$ cat src/rtl/vscale_mem_arbiter_if.sv
// Bundle of the fetch port, data port and downstream memory channel seen by vscale_mem_arbiter.
// Downstream request handshake: a beat transfers on a rising edge where mem_req_valid and mem_req_ready are both high; once valid is raised it stays high with stable fields until that beat.
interface vscale_mem_arbiter_if #(
  parameter int XPR_LEN = 32
);
  logic               imem_req;
  logic [XPR_LEN-1:0] imem_addr;
  logic               imem_wait;
  logic [XPR_LEN-1:0] imem_rdata;
  logic               imem_badmem_e;

  logic               dmem_en;
  logic               dmem_wen;
  logic [2:0]         dmem_size;
  logic [XPR_LEN-1:0] dmem_addr;
  logic [XPR_LEN-1:0] dmem_wdata;
  logic               dmem_wait;
  logic [XPR_LEN-1:0] dmem_rdata;
  logic               dmem_badmem_e;

  logic               mem_req_valid;
  logic               mem_req_ready;
  logic               mem_req_wen;
  logic [2:0]         mem_req_size;
  logic [XPR_LEN-1:0] mem_req_addr;
  logic [XPR_LEN-1:0] mem_req_wdata;
  logic               mem_resp_valid;
  logic [XPR_LEN-1:0] mem_resp_rdata;
  logic               mem_resp_err;

  // Arbiter side.
  modport slave (
    input  imem_req, imem_addr,
    input  dmem_en, dmem_wen, dmem_size, dmem_addr, dmem_wdata,
    input  mem_req_ready, mem_resp_valid, mem_resp_rdata, mem_resp_err,
    output imem_wait, imem_rdata, imem_badmem_e,
    output dmem_wait, dmem_rdata, dmem_badmem_e,
    output mem_req_valid, mem_req_wen, mem_req_size, mem_req_addr, mem_req_wdata
  );

  // Environment side: the two requesters plus the memory.
  modport master (
    output imem_req, imem_addr,
    output dmem_en, dmem_wen, dmem_size, dmem_addr, dmem_wdata,
    output mem_req_ready, mem_resp_valid, mem_resp_rdata, mem_resp_err,
    input  imem_wait, imem_rdata, imem_badmem_e,
    input  dmem_wait, dmem_rdata, dmem_badmem_e,
    input  mem_req_valid, mem_req_wen, mem_req_size, mem_req_addr, mem_req_wdata
  );
endinterface

$ cat src/rtl/vscale_mem_arbiter.sv
// Two-port (fetch/data) arbiter onto one memory channel with a single outstanding transaction.
// Data accesses win by default; a starvation counter forces a fetch grant after STARVE_LIMIT data grants.
module vscale_mem_arbiter #(
  parameter int STARVE_LIMIT = 4,
  parameter int XPR_LEN      = 32
) (
  input  logic                clk,
  input  logic                reset,
  vscale_mem_arbiter_if.slave bus,
  output logic [1:0]          state_dbg,
  output logic [3:0]          starve_cnt_dbg
);

  typedef enum logic [1:0] {
    S_IDLE = 2'd0,
    S_REQ  = 2'd1,
    S_RESP = 2'd2
  } state_t;

  localparam logic [3:0] STARVE_MAX  = 4'(STARVE_LIMIT);
  // Fetches are always issued as full-word reads.
  localparam logic [2:0] FETCH_SIZE  = 3'd2;
  localparam logic       OWNER_IMEM  = 1'b0;
  localparam logic       OWNER_DMEM  = 1'b1;

  state_t             state_q,      state_d;
  logic               owner_q,      owner_d;
  logic               wen_q,        wen_d;
  logic [2:0]         size_q,       size_d;
  logic [XPR_LEN-1:0] addr_q,       addr_d;
  logic [XPR_LEN-1:0] wdata_q,      wdata_d;
  logic [3:0]         starve_cnt_q, starve_cnt_d;

  logic grant_imem;
  logic complete;
  logic imem_done;
  logic dmem_done;

  always_comb begin
    state_d      = state_q;
    owner_d      = owner_q;
    wen_d        = wen_q;
    size_d       = size_q;
    addr_d       = addr_q;
    wdata_d      = wdata_q;
    starve_cnt_d = starve_cnt_q;
    complete     = 1'b0;
    grant_imem   = bus.imem_req && (!bus.dmem_en || (starve_cnt_q == STARVE_MAX));

    case (state_q)
      S_IDLE: begin
        if (bus.imem_req || bus.dmem_en) begin
          state_d = S_REQ;
          if (grant_imem) begin
            owner_d      = OWNER_IMEM;
            wen_d        = 1'b0;
            size_d       = FETCH_SIZE;
            addr_d       = bus.imem_addr;
            wdata_d      = '0;
            starve_cnt_d = '0;
          end else begin
            owner_d = OWNER_DMEM;
            wen_d   = bus.dmem_wen;
            size_d  = bus.dmem_size;
            addr_d  = bus.dmem_addr;
            wdata_d = bus.dmem_wdata;
            // Count only data grants that actually made a pending fetch wait.
            if (bus.imem_req && (starve_cnt_q < STARVE_MAX)) begin
              starve_cnt_d = starve_cnt_q + 4'd1;
            end
          end
        end
      end
      S_REQ: begin
        if (bus.mem_req_ready) begin
          state_d = S_RESP;
        end
      end
      S_RESP: begin
        if (bus.mem_resp_valid) begin
          complete = 1'b1;
          state_d  = S_IDLE;
        end
      end
      default: begin
        state_d = S_IDLE;
      end
    endcase
  end

  always_ff @(posedge clk) begin
    if (reset) begin
      state_q      <= S_IDLE;
      owner_q      <= OWNER_IMEM;
      wen_q        <= 1'b0;
      size_q       <= '0;
      addr_q       <= '0;
      wdata_q      <= '0;
      starve_cnt_q <= '0;
    end else begin
      state_q      <= state_d;
      owner_q      <= owner_d;
      wen_q        <= wen_d;
      size_q       <= size_d;
      addr_q       <= addr_d;
      wdata_q      <= wdata_d;
      starve_cnt_q <= starve_cnt_d;
    end
  end

  // A requester that dropped its request never sees the response of its orphaned transaction.
  assign imem_done = !reset && complete && (owner_q == OWNER_IMEM) && bus.imem_req;
  assign dmem_done = !reset && complete && (owner_q == OWNER_DMEM) && bus.dmem_en;

  assign bus.imem_wait     = bus.imem_req && !imem_done;
  assign bus.imem_rdata    = imem_done ? bus.mem_resp_rdata : '0;
  assign bus.imem_badmem_e = imem_done && bus.mem_resp_err;

  assign bus.dmem_wait     = bus.dmem_en && !dmem_done;
  assign bus.dmem_rdata    = dmem_done ? bus.mem_resp_rdata : '0;
  assign bus.dmem_badmem_e = dmem_done && bus.mem_resp_err;

  assign bus.mem_req_valid = !reset && (state_q == S_REQ);
  assign bus.mem_req_wen   = wen_q;
  assign bus.mem_req_size  = size_q;
  assign bus.mem_req_addr  = addr_q;
  assign bus.mem_req_wdata = wdata_q;

  assign state_dbg      = state_q;
  assign starve_cnt_dbg = starve_cnt_q;

endmodule

$ cat src/flat_wrapper.sv
// flat-port wrapper written by rule: the top's interface ports become plain ports
module vscale_mem_arbiter_flat 
#(
  parameter int STARVE_LIMIT = 4,
  parameter int XPR_LEN      = 32
)
  (clk, reset, state_dbg, starve_cnt_dbg, bus_imem_req, bus_imem_addr, bus_dmem_en, bus_dmem_wen, bus_dmem_size, bus_dmem_addr, bus_dmem_wdata, bus_mem_req_ready, bus_mem_resp_valid, bus_mem_resp_rdata, bus_mem_resp_err, bus_imem_wait, bus_imem_rdata, bus_imem_badmem_e, bus_dmem_wait, bus_dmem_rdata, bus_dmem_badmem_e, bus_mem_req_valid, bus_mem_req_wen, bus_mem_req_size, bus_mem_req_addr, bus_mem_req_wdata);
  vscale_mem_arbiter_if #(.XPR_LEN(XPR_LEN)) bus_i ();
  input  logic clk;
  input  logic reset;
  output logic [1:0] state_dbg;
  output logic [3:0] starve_cnt_dbg;
  input wire logic [$bits(bus_i.imem_req)-1:0] bus_imem_req;
  input wire logic [$bits(bus_i.imem_addr)-1:0] bus_imem_addr;
  input wire logic [$bits(bus_i.dmem_en)-1:0] bus_dmem_en;
  input wire logic [$bits(bus_i.dmem_wen)-1:0] bus_dmem_wen;
  input wire logic [$bits(bus_i.dmem_size)-1:0] bus_dmem_size;
  input wire logic [$bits(bus_i.dmem_addr)-1:0] bus_dmem_addr;
  input wire logic [$bits(bus_i.dmem_wdata)-1:0] bus_dmem_wdata;
  input wire logic [$bits(bus_i.mem_req_ready)-1:0] bus_mem_req_ready;
  input wire logic [$bits(bus_i.mem_resp_valid)-1:0] bus_mem_resp_valid;
  input wire logic [$bits(bus_i.mem_resp_rdata)-1:0] bus_mem_resp_rdata;
  input wire logic [$bits(bus_i.mem_resp_err)-1:0] bus_mem_resp_err;
  output wire logic [$bits(bus_i.imem_wait)-1:0] bus_imem_wait;
  output wire logic [$bits(bus_i.imem_rdata)-1:0] bus_imem_rdata;
  output wire logic [$bits(bus_i.imem_badmem_e)-1:0] bus_imem_badmem_e;
  output wire logic [$bits(bus_i.dmem_wait)-1:0] bus_dmem_wait;
  output wire logic [$bits(bus_i.dmem_rdata)-1:0] bus_dmem_rdata;
  output wire logic [$bits(bus_i.dmem_badmem_e)-1:0] bus_dmem_badmem_e;
  output wire logic [$bits(bus_i.mem_req_valid)-1:0] bus_mem_req_valid;
  output wire logic [$bits(bus_i.mem_req_wen)-1:0] bus_mem_req_wen;
  output wire logic [$bits(bus_i.mem_req_size)-1:0] bus_mem_req_size;
  output wire logic [$bits(bus_i.mem_req_addr)-1:0] bus_mem_req_addr;
  output wire logic [$bits(bus_i.mem_req_wdata)-1:0] bus_mem_req_wdata;
  assign bus_i.imem_req = bus_imem_req;
  assign bus_i.imem_addr = bus_imem_addr;
  assign bus_i.dmem_en = bus_dmem_en;
  assign bus_i.dmem_wen = bus_dmem_wen;
  assign bus_i.dmem_size = bus_dmem_size;
  assign bus_i.dmem_addr = bus_dmem_addr;
  assign bus_i.dmem_wdata = bus_dmem_wdata;
  assign bus_i.mem_req_ready = bus_mem_req_ready;
  assign bus_i.mem_resp_valid = bus_mem_resp_valid;
  assign bus_i.mem_resp_rdata = bus_mem_resp_rdata;
  assign bus_i.mem_resp_err = bus_mem_resp_err;
  assign bus_imem_wait = bus_i.imem_wait;
  assign bus_imem_rdata = bus_i.imem_rdata;
  assign bus_imem_badmem_e = bus_i.imem_badmem_e;
  assign bus_dmem_wait = bus_i.dmem_wait;
  assign bus_dmem_rdata = bus_i.dmem_rdata;
  assign bus_dmem_badmem_e = bus_i.dmem_badmem_e;
  assign bus_mem_req_valid = bus_i.mem_req_valid;
  assign bus_mem_req_wen = bus_i.mem_req_wen;
  assign bus_mem_req_size = bus_i.mem_req_size;
  assign bus_mem_req_addr = bus_i.mem_req_addr;
  assign bus_mem_req_wdata = bus_i.mem_req_wdata;
  vscale_mem_arbiter #(.STARVE_LIMIT(STARVE_LIMIT), .XPR_LEN(XPR_LEN)) u_core (.clk(clk), .reset(reset), .bus(bus_i), .state_dbg(state_dbg), .starve_cnt_dbg(starve_cnt_dbg));
endmodule
$ cat config.mk
export PLATFORM = sky130hd
export DESIGN_NAME = vscale_mem_arbiter_flat
export DESIGN_NICKNAME = d
export VERILOG_FILES = /design/src/rtl/vscale_mem_arbiter_if.sv /design/src/rtl/vscale_mem_arbiter.sv /design/src/flat_wrapper.sv
export SDC_FILE = /design/constraint.sdc
export NUM_CORES = 1
export LEC_CHECK = 0
export ABC_AREA = 1
export BUFFER_PORTS_ARGS = -buffer_cell sky130_fd_sc_hd__clkbuf_2
export CORE_AREA = 3 3 109 111
export CTS_CLUSTER_DIAMETER = 50
export CTS_CLUSTER_SIZE = 20
export DETAILED_ROUTE_END_ITERATION = 6
export DIE_AREA = 0 0 112 114
export GPL_TIMING_DRIVEN = 0
export HOLD_SLACK_MARGIN = 0.08
export PLACE_DENSITY = 0.81
export SLEW_MARGIN = 25
export SYNTH_ARGS = -nofsm -noshare
export SYNTH_HDL_FRONTEND = slang
export SYNTH_SLANG_ARGS = --single-unit
$ cat constraint.sdc
create_clock -name clk -period 2.7 [get_ports clk]
set_clock_uncertainty 0.05 [all_clocks]
set_input_delay 0.81 -clock clk [delete_from_list [all_inputs] [get_ports clk]]
set_output_delay 0.81 -clock clk [all_outputs]
set_load 0.05 [all_outputs]
==> impl_results.md <==
- PD cells: 486 mW/mm2
- WL/cell: roughly 16 um
- Area grow syn2layout: 82.8%
- Top_reg_cell synth: dfxtp_1
- Setup ws final: -0.204 ns
- Synth top area cells: dfxtp_1 (39%), nand3_1 (13%), nor2_1 (13%)
- CTS Sinks: 75
- Vias: between 5000 and 6000
- Root buffer selected by CTS: clkbuf_8
- GRT Util Overall: between 20% and 30%
- Initial core utilization: about 36%
- Core Box Area: 0.0109 mm2
- GR Util met1: 28.0%
- Die height: 114 um
- Initial DRC count: around 390
- Skew-Pair Late Insertion Delay: ~0.35 ns
- Leading area contributor after synthesis: dfxtp_1
- Tightest hold margin: 0.417 ns
- Final Instance Area: roughly 0.007 mm2
- Initial antenna violation count: 5
- Post-DR vias/cell: around 4.8
- Placed Area: 0.00592 mm2
- Gr ovfl total: 0
- I/O Pins: roughly 280
- Fin crit period: between 2 and 3 ns
- Post-synth EDFFs: 0
- # rows: 38
- Crit end category: output pin
- Setup TNS: -9.18 ns
- Final period util: 108%
- Hold WC Path Type: flop to flop
- Mapped Area: about 0.0039 mm2
- Final core utilization: between 60 and 70%
- Clock tree buffer depth: 2
- Met3 usage in global routing: 7.53%
- Status: finished, violations left
- GRT met2 Usage: 44.4%
- Final ANT Viol Nets: 0
- Placed cell count: roughly 1000
- # fillers: 915
- Number of global-route vias before repair: slightly below 5000
- Final setup fails: between 60 and 70
- # port buffers: between 200 and 300
- Synth Register Bits: between 70 and 80
- GPL Wtd Cong: a little over 0.9
- Gr busiest metal: met2
- Drt first pass iters: 5
- Largest net degree at the start of global routing: 14
- Fmax: ~0.34 GHz
- Leakage: 3.69 nW
- DIE AREA: between 0.01 and 0.015 mm2
- Worst IR drop on VDD: between 0.2 and 0.3 mV
- Count leader, synth: nor2_1
- Wirelength, routed: about 17000 um
- Rel. slew slack: a little over two thirds
- Failing checks: setup timing
- Area of the multi-input gates: between 0.002 and 0.0025 mm2
- Htree depth: 3
- Crit start category: primary input
- Crit path DAT: 2.04 ns
- First-pass GRT wire length: between 20000 and 30000 um
- Top post-synthesis cells by count: nor2_1 (137), nand2_1 (120), nand3_1 (104)
- RSZ-0062 raised after global routing: true
- Die width: about 110 um
- Ys async rst share: 0%
- Total Nets Final: 1053
- Synthesized net count: 751
- Critical path class: primary input to output pin
- CTS tree: yes
- Seq. cell area: approximately 0.0015 mm2
- Estimated wirelength of the detail-placed design: 11900 um
- Post-synthesis sequential area ratio: around two fifths
- Worst Max-Slew Pin Slew: approximately 0.45 ns
- Post-synth top area share: between 30% and 40%
- Final hold vios: 0
- Data required time at the worst endpoint: roughly 1.8 ns
- Post-synthesis cell count: slightly above 600
- TritonCTS buffer count: 9
- Layout cells sized above 1: 44.9%
- Fin cells: roughly 1100
- Mean post-synth cell area: approximately 6.4 um2
- Pre-CTS setup slack: -0.582 ns
- Maxcap violations: 0
- Power Total: 3.46 mW
- Fin. max-slew vios: 0
- Critical Path Fanout Max: 5
- # DRC: 0
- Synth unique cells: 19
- Worst-path clk slew: approximately 0.08 ns
- Yosys warns: 0
-- layer usage --
| metal | wire (um) | vias to the layer above |
|---|---|---|
| met5 | 22 | - |
| met4 | 586 | 4 |
| met2 | 8570 | 268 |
| li1 | - | 2483 |
| met3 | 1490 | 46 |
| met1 | 6570 | 2247 |
-- registers in the layout (all words and copies together) (netlist names) --
register,flops
u_core.starve_cnt_dbg,4
u_core.bus.mem_req_addr,32
u_core.bus.mem_req_wdata,32
u_core.state_dbg,2
u_core.bus.mem_req_wen,1
u_core.bus.mem_req_size,3
u_core.owner_q,1
-- kinds of logic (layout without fill, tap and decap cells) --
kind of cell | count (synthesis) | count (layout) | synth area share, %
compound gates | 39 | 39 | 5.01
simple gates | 371 | 371 | 40.7
fa+ha+maj | 2 | 2 | 0.643
flops | 75 | 75 | 38.6
other cells | 0 | 4 | 0
buf+inv | 123 | 429 | 15.1
-- worst max-delay path: stages --
cell       delay [ns]
buf_8            0.11
nor4_4           0.23
buf_4            0.19
nand3_4          0.08
buf_12           0.15
buf_12           0.14
nor2_4           0.14
clkbuf_16        0.18
-- power by group --
part / switching [mW] / total [mW] / internal [mW] / leakage, nW
logic: 0.811 / 1.14 / 0.329 / 2.95
registers: 0.0617 / 1.27 / 1.21 / 0.619
clock network: 0.434 / 1.05 / 0.612 / 0.120
total: 1.31 / 3.46 / 2.15 / 3.69
-- area by class of cell --
type	count	share of cell area [%]
inverter	81	4.31
clock inverter	6	1.58
clock buffer	9	1.74
tap	140	2.46
timing repair buffer	291	31.6
antenna	4	0.141
multi-input combinational	412	32.2
sequential	75	21.1
buffer	42	4.92
-- cells in the final DEF, fill, tap and decap left out, types with 2 or more instances in the layout --
master	count
a21oi_1	38
buf_12	8
buf_2	11
buf_4	10
buf_6	8
buf_8	65
bufinv_16	3
clkbuf_1	12
clkbuf_16	2
clkbuf_2	211
clkbuf_8	13
dfxtp_1	75
diode_2	4
ha_1	2
inv_1	78
inv_2	2
nand2_1	120
nand3_1	104
nand3_4	2
nor2_1	73
nor2_2	3
nor2_4	64
-- worst paths after layout --
check	start	end	slack [ns]	cells past startpoint
worst max-delay path	reset	bus_dmem_rdata[17]	-0.20	8
worst min-delay path	u_core.bus.mem_req_wdata[6]$_SDFFE_PP0P_	u_core.bus.mem_req_wdata[6]$_SDFFE_PP0P_	0.42	2
worst max register to register	u_core.starve_cnt_dbg[0]$_SDFFE_PP0P_	u_core.bus.mem_req_size[1]$_SDFFE_PP0P_	0.74	9
worst min register to register	u_core.bus.mem_req_wdata[6]$_SDFFE_PP0P_	u_core.bus.mem_req_wdata[6]$_SDFFE_PP0P_	0.42	2
-- timing repair --
| action | 4_1_cts | 5_1_grt |
|---|---|---|
| pin swaps | 3 | 6 |
| hold buffers | 0 | 0 |
| gates resized for setup | 167 | 73 |
| setup endpoints to repair | 69 | 68 |
| buffers inserted | 4 | 5 |
| gates cloned | 2 | 1 |
Power figures use the tool's default switching activity.
